$ cat config.mk
export PLATFORM = sky130hd
export DESIGN_NAME = chan_err_injector
export DESIGN_NICKNAME = d
export VERILOG_FILES = /design/src/rtl/chan_pkg.sv /design/src/rtl/chan_lfsr.sv /design/src/rtl/chan_err_injector.sv
export SDC_FILE = /design/constraint.sdc
export NUM_CORES = 1
export LEC_CHECK = 0
export BUFFER_PORTS_ARGS = -buffer_cell sky130_fd_sc_hd__clkbuf_2
export CAP_MARGIN = 10
export CORE_ASPECT_RATIO = 0.5
export CORE_MARGIN = 3
export CORE_UTILIZATION = 45
export DETAILED_ROUTE_END_ITERATION = 12
export PLACE_DENSITY = 0.67
export SLEW_MARGIN = 5
export SYNTH_ARGS = -nofsm -noshare
export SYNTH_HDL_FRONTEND = slang
export SYNTH_SLANG_ARGS = --single-unit
$ cat constraint.sdc
create_clock -name clk -period 3.8 [get_ports clk]
set_input_delay 0.57 -clock clk [delete_from_list [all_inputs] [get_ports clk]]
set_output_delay 0.57 -clock clk [all_outputs]
set_load 0.02 [all_outputs]
$ cat src/rtl/chan_pkg.sv
// Shared types, constants and helpers for the channel error injector.
package chan_pkg;

  typedef logic [1:0] sym_t;

  typedef enum logic [1:0] {CLEAN, BURST, DONE} chan_state_e;

  // Galois taps for x^16+x^14+x^13+x^11+1 (right-shifting form).
  localparam logic [15:0] LFSR_TAPS         = 16'hB400;
  localparam logic [15:0] LFSR_DEFAULT_SEED = 16'hACE1;

  function automatic logic [15:0] lfsr_next(input logic [15:0] s);
    return (s >> 1) ^ (s[0] ? LFSR_TAPS : 16'h0000);
  endfunction

  function automatic logic [1:0] popcount2(input sym_t m);
    return {m[1] & m[0], m[1] ^ m[0]};
  endfunction

endpackage

$ cat src/rtl/chan_lfsr.sv
// 16-bit Galois LFSR that advances only when step_i is high.
module chan_lfsr
  import chan_pkg::*;
#(
  parameter logic [15:0] SEED = LFSR_DEFAULT_SEED
) (
  input  logic        clk,
  input  logic        rst,
  input  logic        step_i,
  output logic [15:0] state_o
);

  always_ff @(posedge clk or posedge rst) begin
    if (rst) begin
      state_o <= SEED;
    end else if (step_i) begin
      state_o <= lfsr_next(state_o);
    end
  end

endmodule

$ cat src/rtl/chan_err_injector.sv
// Channel stage: registers coded symbols and injects LFSR-driven error bursts
// inside an observation window. Define CHAN_ERR_STATS_EN to keep the counters.
module chan_err_injector
  import chan_pkg::*;
#(
  parameter int          N         = 5,
  parameter int          BURST_LEN = 4,
  parameter int          WINDOW    = 256,
  parameter logic [15:0] SEED      = LFSR_DEFAULT_SEED
) (
  input  logic        clk,
  input  logic        rst,
  input  logic        enable_i,
  input  sym_t        d_in,
  input  logic        inject_en_i,
  output logic        valid_o,
  output sym_t        d_out,
  output sym_t        err_inj_o,
  output logic [15:0] error_count_o,
  output logic [15:0] bad_bit_count_o
);

  localparam logic [15:0] TRIG_MASK = 16'((1 << N) - 1);
  localparam logic [15:0] WIN       = 16'(WINDOW);
  localparam logic [3:0]  BLEN      = 4'(BURST_LEN);

  // Handshake: valid_o is enable_i delayed one cycle; there is no ready, so
  // the consumer must take d_out on every cycle valid_o is high.

  logic [15:0] lfsr;
  chan_state_e state;
  logic [15:0] sym_ct;
  logic [3:0]  burst_ct;

  logic        trigger;
  logic        window_open;
  logic [15:0] sym_ct_nxt;
  logic        window_hit;
  logic        burst_start;
  logic        inject;
  sym_t        mask;
  sym_t        applied;

  chan_lfsr #(.SEED(SEED)) u_lfsr (
    .clk     (clk),
    .rst     (rst),
    .step_i  (enable_i),
    .state_o (lfsr)
  );

  // Trigger and mask come from the pre-step LFSR value.
  assign trigger     = (lfsr & TRIG_MASK) == TRIG_MASK;
  assign mask        = lfsr[15:14];
  assign window_open = sym_ct < WIN;
  assign sym_ct_nxt  = window_open ? sym_ct + 16'd1 : sym_ct;
  assign window_hit  = (state != DONE) && (sym_ct_nxt == WIN);
  assign burst_start = (state == CLEAN) && window_open && inject_en_i && trigger;

  always_comb begin
    inject = 1'b0;
    case (state)
      CLEAN:   inject = burst_start;
      BURST:   inject = inject_en_i;
      default: inject = 1'b0;
    endcase
  end

  assign applied = inject ? mask : 2'b00;

  always_ff @(posedge clk or posedge rst) begin
    if (rst) begin
      state     <= CLEAN;
      sym_ct    <= 16'd0;
      burst_ct  <= 4'd0;
      valid_o   <= 1'b0;
      d_out     <= 2'b00;
      err_inj_o <= 2'b00;
    end else begin
      valid_o <= enable_i;
      if (enable_i) begin
        d_out     <= d_in ^ applied;
        err_inj_o <= applied;
        sym_ct    <= sym_ct_nxt;
        case (state)
          CLEAN: begin
            if (burst_start) begin
              burst_ct <= 4'd1;
              if (BLEN != 4'd1) state <= BURST;
            end
          end
          BURST: begin
            // The slot is consumed even when injection is masked off.
            burst_ct <= burst_ct + 4'd1;
            if (burst_ct + 4'd1 == BLEN) state <= CLEAN;
          end
          default: ;
        endcase
        // Window closure overrides and truncates any burst in flight.
        if (window_hit) state <= DONE;
      end
    end
  end

`ifdef CHAN_ERR_STATS_EN
  logic [15:0] err_ct;
  logic [15:0] bad_ct;
  logic [16:0] bad_sum;

  assign bad_sum = {1'b0, bad_ct} + {15'd0, popcount2(mask)};

  always_ff @(posedge clk or posedge rst) begin
    if (rst) begin
      err_ct <= 16'd0;
      bad_ct <= 16'd0;
    end else if (enable_i && inject) begin
      if (err_ct != 16'hFFFF) err_ct <= err_ct + 16'd1;
      bad_ct <= bad_sum[16] ? 16'hFFFF : bad_sum[15:0];
    end
  end

  assign error_count_o   = err_ct;
  assign bad_bit_count_o = bad_ct;
`else
  assign error_count_o   = 16'd0;
  assign bad_bit_count_o = 16'd0;
`endif

endmodule
# == Word level (Yosys, flattened, before mapping) ==
# Index checks and enable logic that the tools add are counted.
# word_totals
inputBits,6
word_cells,39
regBits,43
out_inout_bits,37
# op_classes
bitwise_logic,2
n_reduce_logical,9
n_mux,10
add_sub_neg,2
magnitude_cmp,1
n_eq_ne,8
# ops
operator,count
two-way mux 16 bit,2
"adder 16 x 1 -> 16 bit, second input constant",1
"equality test 16 x 9 -> 1 bit, second input constant",1
"< comparator 16 x 9 -> 1 bit, second input constant",1
bitwise XOR 15 x 16 -> 16 bit,1
two-way mux 2 bit,4
one-hot mux 4 bit (2 select lines),1
"inequality test 3 bit, second input constant",2
"equality test 5 bit, second input constant",1
"adder 4 x 1 -> 4 bit, second input constant",1
"equality test 4 x 3 -> 1 bit, second input constant",1
logical AND 1 bit,4
two-way mux 4 bit,1
"inequality test 2 bit, second input constant",2
one-hot mux 2 bit (2 select lines),1
AND reduction 4 bit,1
AND reduction 3 bit,1
nonzero test 3 bit,1
"equality test 2 x 1 -> 1 bit, second input constant",1
logical NOT 2 bit,1
one-hot mux 1 bit (2 select lines),1
nonzero test 2 bit,1
bitwise XOR 2 bit,1

# == Logic depth before layout (Yosys ltp) ==
# logic_depth
word_depth,7
mapped_depth,6
mapped_depth_nobuf,5

# == By module ==
# A second synthesis with hierarchy kept.
# unflattened
cells_unflattened,197
hier_area_um2,2217.1
# modules_own_cells
module,instances,cells_each,seq_area_each_um2,area_each_um2
chan_err_injector,1,156,675.6,1557.7
chan_lfsr,1,41,410.4,659.4

# == Worst setup path before layout ==
# No wires, ideal clock.
# synth_path
path_type,reg-to-reg
startpoint,register sym_ct[9]
endpoint,register burst_ct[2]
t_arrival_ns,1.613
path_stages_with_launch,6
required_ns,3.679
period_less_slack_ns,1.734
path_buffers,0
setup_ns,0.121
setup_slack_ns,2.066
cell_sequence,dfrtp_1 > or4_4 > nor2_2 > a41o_1 > nand2_1 > a22o_1
# synth_between
elab_chain_len,6
# synth_lines
item,line,rtl
from (decl),chan_err_injector.sv:32,logic [15:0] sym_ct;
from (signal assigned),chan_err_injector.sv:83,sym_ct <= sym_ct_nxt;
< comparator 16 x 9 -> 1 bit,chan_err_injector.sv:54,assign window_open = sym_ct < WIN;
logical AND 1 bit (3 in a row),chan_err_injector.sv:57,assign burst_start = (state == CLEAN) && window_open && inject_en_i && trigger;
inequality test 2 bit (no line),-,
AND reduction 3 bit (no line),-,
to (signal assigned),chan_err_injector.sv:93,burst_ct <= burst_ct + 4'd1;
to (decl),chan_err_injector.sv:33,logic [3:0] burst_ct;
# Every way passes these cells.
# A chain may end at the register's enable or synchronous reset.

# == Worst setup path after layout ==
# layout_path
startpoint,register sym_ct[9]
endpoint,register sym_ct[8]
# layout_between
elab_chain_len,2
# layout_lines
item,line,rtl
< comparator 16 x 9 -> 1 bit,chan_err_injector.sv:54,
two-way mux 16 bit,chan_err_injector.sv:55,assign sym_ct_nxt = window_open ? sym_ct + 16'd1 : sym_ct;
# Every way passes these cells.

==> qor.csv <==
stage,metric,value,unit
power,pwr/cell area,490,nW/um^2
grt,All-Layer GR Usage,0.122,
yosys,Synth Area per Inst,11.1,um^2
sta,Hold WS,0.361,ns
grt,total gr overflow,0,
yosys,post-synthesis compound-gate area fraction,0.0724,
power,maximum VDD drop,297,uV
grt,initial antenna violation count,0,
yosys,mux cell area share after synthesis,0.0860,
finish,Nets,211,
power,Sw Share,0.266,
worst_setup_path,"delay-heaviest family, CP",simple AND/OR/NAND/NOR gates,
sta,clock skew after layout,0.0100,ns
yosys,number of flops mapped to enable cells by yosys,0,
die,die height,55.4,um
power,internal power,0.000811,W
sta,fin crit period,1.90,ns
sta,setup violators final,0,
sta,relative slew slack,0.654,
grt,largest net degree at the start of global routing,44,
sta,setup TNS,0,ns
place,global placement routability congestion,0.806,
worst_setup_path,Slowest Stage Delay on Critical Path,0.59,ns
sta,"Slew Viols, Final",0,
sta,RSZ-0062 raised after global routing,false,
sta,FMAX,527,MHz
yosys,"flops & latches, synth",43,
yosys,"Seq/Total Area, Yosys",0.495,
yosys,"area leader, netlist",dfrtp_1,
power,leakage,1.06,nW
clocking,TritonCTS buffer count,5,
clocking,Worst-path clk slew,0.08,ns
finish,"commonest non-fill, non-tap cell in the layout",dfrtp_1,
yosys,async set or reset register ratio after synthesis,1.00,
clocking,hold_buf cts,0,
hold_path,Tightest Hold Check Type,primary input to async pin,
clocking,# Post-CTS Setup Buffers,0,
clocking,CTS tree,built,
yosys,main combinational cell family by area after synthesis,buffers and inverters,
clocking,# H-tree levels,2,
worst_setup_path,Critical Path Start,sym_ct[9]$_DFFE_PP0P_,
detailed_routing,vias per cell,4.80,
status,status,finished clean,
yosys,XOR/XNOR Fraction of Synth Area,0.0558,
power,clock group share of total power,0.263,
sta,fin crit share,0.499,
finish,Multi-input gate area,911,um^2
detailed_routing,wire per inst,12.0,um
yosys,synthesized instance count,197,
worst_setup_path,critical path endpoint category,register,
worst_setup_path,CP Launch Type,register,
finish,# diodes,0,
detailed_routing,Detail Route Antenna Nets,0,
worst_setup_path,flop2flop setup slack,1.90,ns
clocking,Resize count post-CTS,0,
finish,proportion of layout cells with a drive suffix above 1,0.260,
yosys,post-synth cell types,43,
sta,"Hold Vio Cnt, Final",0,
die,row cnt,17,
die,Core Region,4550,um^2
sta,Final WS setup,1.90,ns
sta,Worst Max-Slew Pin Slew,0.519,ns
clocking,cell chosen for the clock root,clkbuf_8,
place,dpl hpwl,2320,um
detailed_routing,DRT Wirelength,3240,um
clocking,maximum clock insertion buffer count,2,
place,Buffers on Ports,10,
worst_setup_path,worst path bufs/invs,0,
worst_setup_path,CP Data Required Time,3.96,ns
place,post-place setup slack,1.72,ns
yosys,"Primary FF master, synth",dfrtp_1,
yosys,"top cells by area, synth","dfrtp_1 (40%), buf_4 (11%), dfstp_2 (9.6%)",
die,IO Count,43,
grt,vias in the first global route,1198,
detailed_routing,drt first pass iters,4,
clocking,worst skew pair latency,0.29,ns
clocking,clk sinks,43,
worst_setup_path,arrival time worst endpoint,2.06,ns
finish,filler instances,399,
worst_setup_path,Crit Path Category,register to register,
grt,first-pass GRT wire length,5660,um
die,die width,105,um
finish,register area,1090,um^2
finish,"commonest cells after routing, fill and taps aside","dfrtp_1 (35), conb_1 (32), mux2_2 (15), xnor2_1 (10), clkbuf_2 (10)",
worst_setup_path,Worst R2R Start,sym_ct[9]$_DFFE_PP0P_,
worst_setup_path,Worst path slowest cell,or4_4,
place,"Cell Area, Placed",2170,um^2
finish,area delta synth->final,2.85,%
yosys,Post-Synth Simple-Gate Area,0.134,
yosys,top-area cell type share of the netlist area,0.399,
finish,fin area,2260,um^2
power,net switching power,0.000295,W
power,Combinational Power Share,0.163,
run,MaxCap Viol Count,0,
detailed_routing,DRC,0,
power,sequential share of power,0.574,
worst_setup_path,Crit Path Max Fanout,4,
yosys,Synthesis Warnings,0,
detailed_routing,initial drt markers,45,
die,Initial Utilization,0.482,
yosys,Synth Area in Adders,0.0114,
yosys,mapped cell area,2200,um^2
worst_setup_path,crit-path cells,or4_4 -> nor2_2 -> nand3_1 -> o41ai_1,
detailed_routing,vias,1296,
die,Die Area,5800,um^2
[cell type report]
type / instances / share of cell area
inverter: 6 / 0.00997
timing repair buffer: 12 / 0.0288
multi-input combinational: 135 / 0.403
clock buffer: 7 / 0.0382
sequential: 43 / 0.481
clock inverter: 1 / 0.00222
tap: 66 / 0.0366
[path summary, 6_finish.rpt]
check | endpoint | cells after the start
min in group clk | sym_ct[9]$_DFFE_PP0P_ | 0
max reg2reg | sym_ct[8]$_DFFE_PP0P_ | 4
max in group asynchronous | u_lfsr.state_o[6]$_DFFE_PP1P_ | 3
min reg2reg | sym_ct[9]$_DFFE_PP0P_ | 0
max | sym_ct[8]$_DFFE_PP0P_ | 4
min | burst_ct[2]$_DFFE_PP0P_ | 3
[power groups by stage]
stage | Clock [W] | Sequential [W] | Combinational (W)
4_1_cts | 0.000301 | 0.000636 | 0.000182
3_5_place_dp | 0 | 0.000644 | 0.000183
6_report | 0.000291 | 0.000635 | 0.000180
3_3_place_gp | 0 | 0.000637 | 0.000179
2_1_floorplan | 0 | 0.000618 | 0.000191
5_1_grt | 0.000327 | 0.000650 | 0.000199
[kinds of logic (layout without fill, tap and decap cells)]
group                      after synthesis  after routing
AOI/OAI and AO/OA                       22             22
xor gates and xnor gates                14             14
adders and majority gates                2              2
buffers and inverters                   50             26
DFF                                     43             43
muxes                                   17             17
other                                    1             32
and+or+nand+nor                         48             48
[per-layer routing]
layer	GRT usage	up-vias	part of all wire
li1	-	618	-
met1	0.168	627	0.48
met2	0.180	46	0.45
met3	0.0362	5	0.062
met4	0.0505	0	0.015
met5	0	-	0
[worst min-delay path: cells and delay by family]
| kind | cells | cell delay [ns] |
|---|---|---|
| buf+inv | 3 | 0.54 |
[sequential cells by signal, indices dropped and copies added (netlist names)]
register and cells:
sym_ct 16, err_inj_o 2, d_out 2, state 2, burst_ct 4, valid_o 1
u_lfsr.state_o 16
[cell usage after synthesis, types with 3 or more instances]
| library cell | n |
|---|---|
| dfrtp_1 | 35 |
| buf_4 | 32 |
| mux2_2 | 15 |
| xnor2_1 | 10 |
| clkbuf_1 | 9 |
| nand2_1 | 9 |
| nor2_1 | 9 |
| a21oi_1 | 8 |
| dfstp_2 | 8 |
| inv_1 | 6 |
| nand3_1 | 4 |
| nor3_1 | 4 |
| xor2_1 | 4 |
| nand4_1 | 3 |
| nor4_1 | 3 |
| o21ai_0 | 3 |
[metrics by stage]
stage          std cells  total power, W   util
6_report             270         0.00111  0.496
2_1_floorplan        228        0.000809      -
3_5_place_dp         262        0.000827  0.476
3_3_place_gp         262        0.000815  0.476
5_1_grt              270         0.00118  0.496
4_1_cts              270         0.00112  0.496
Power figures use the tool's default switching activity.
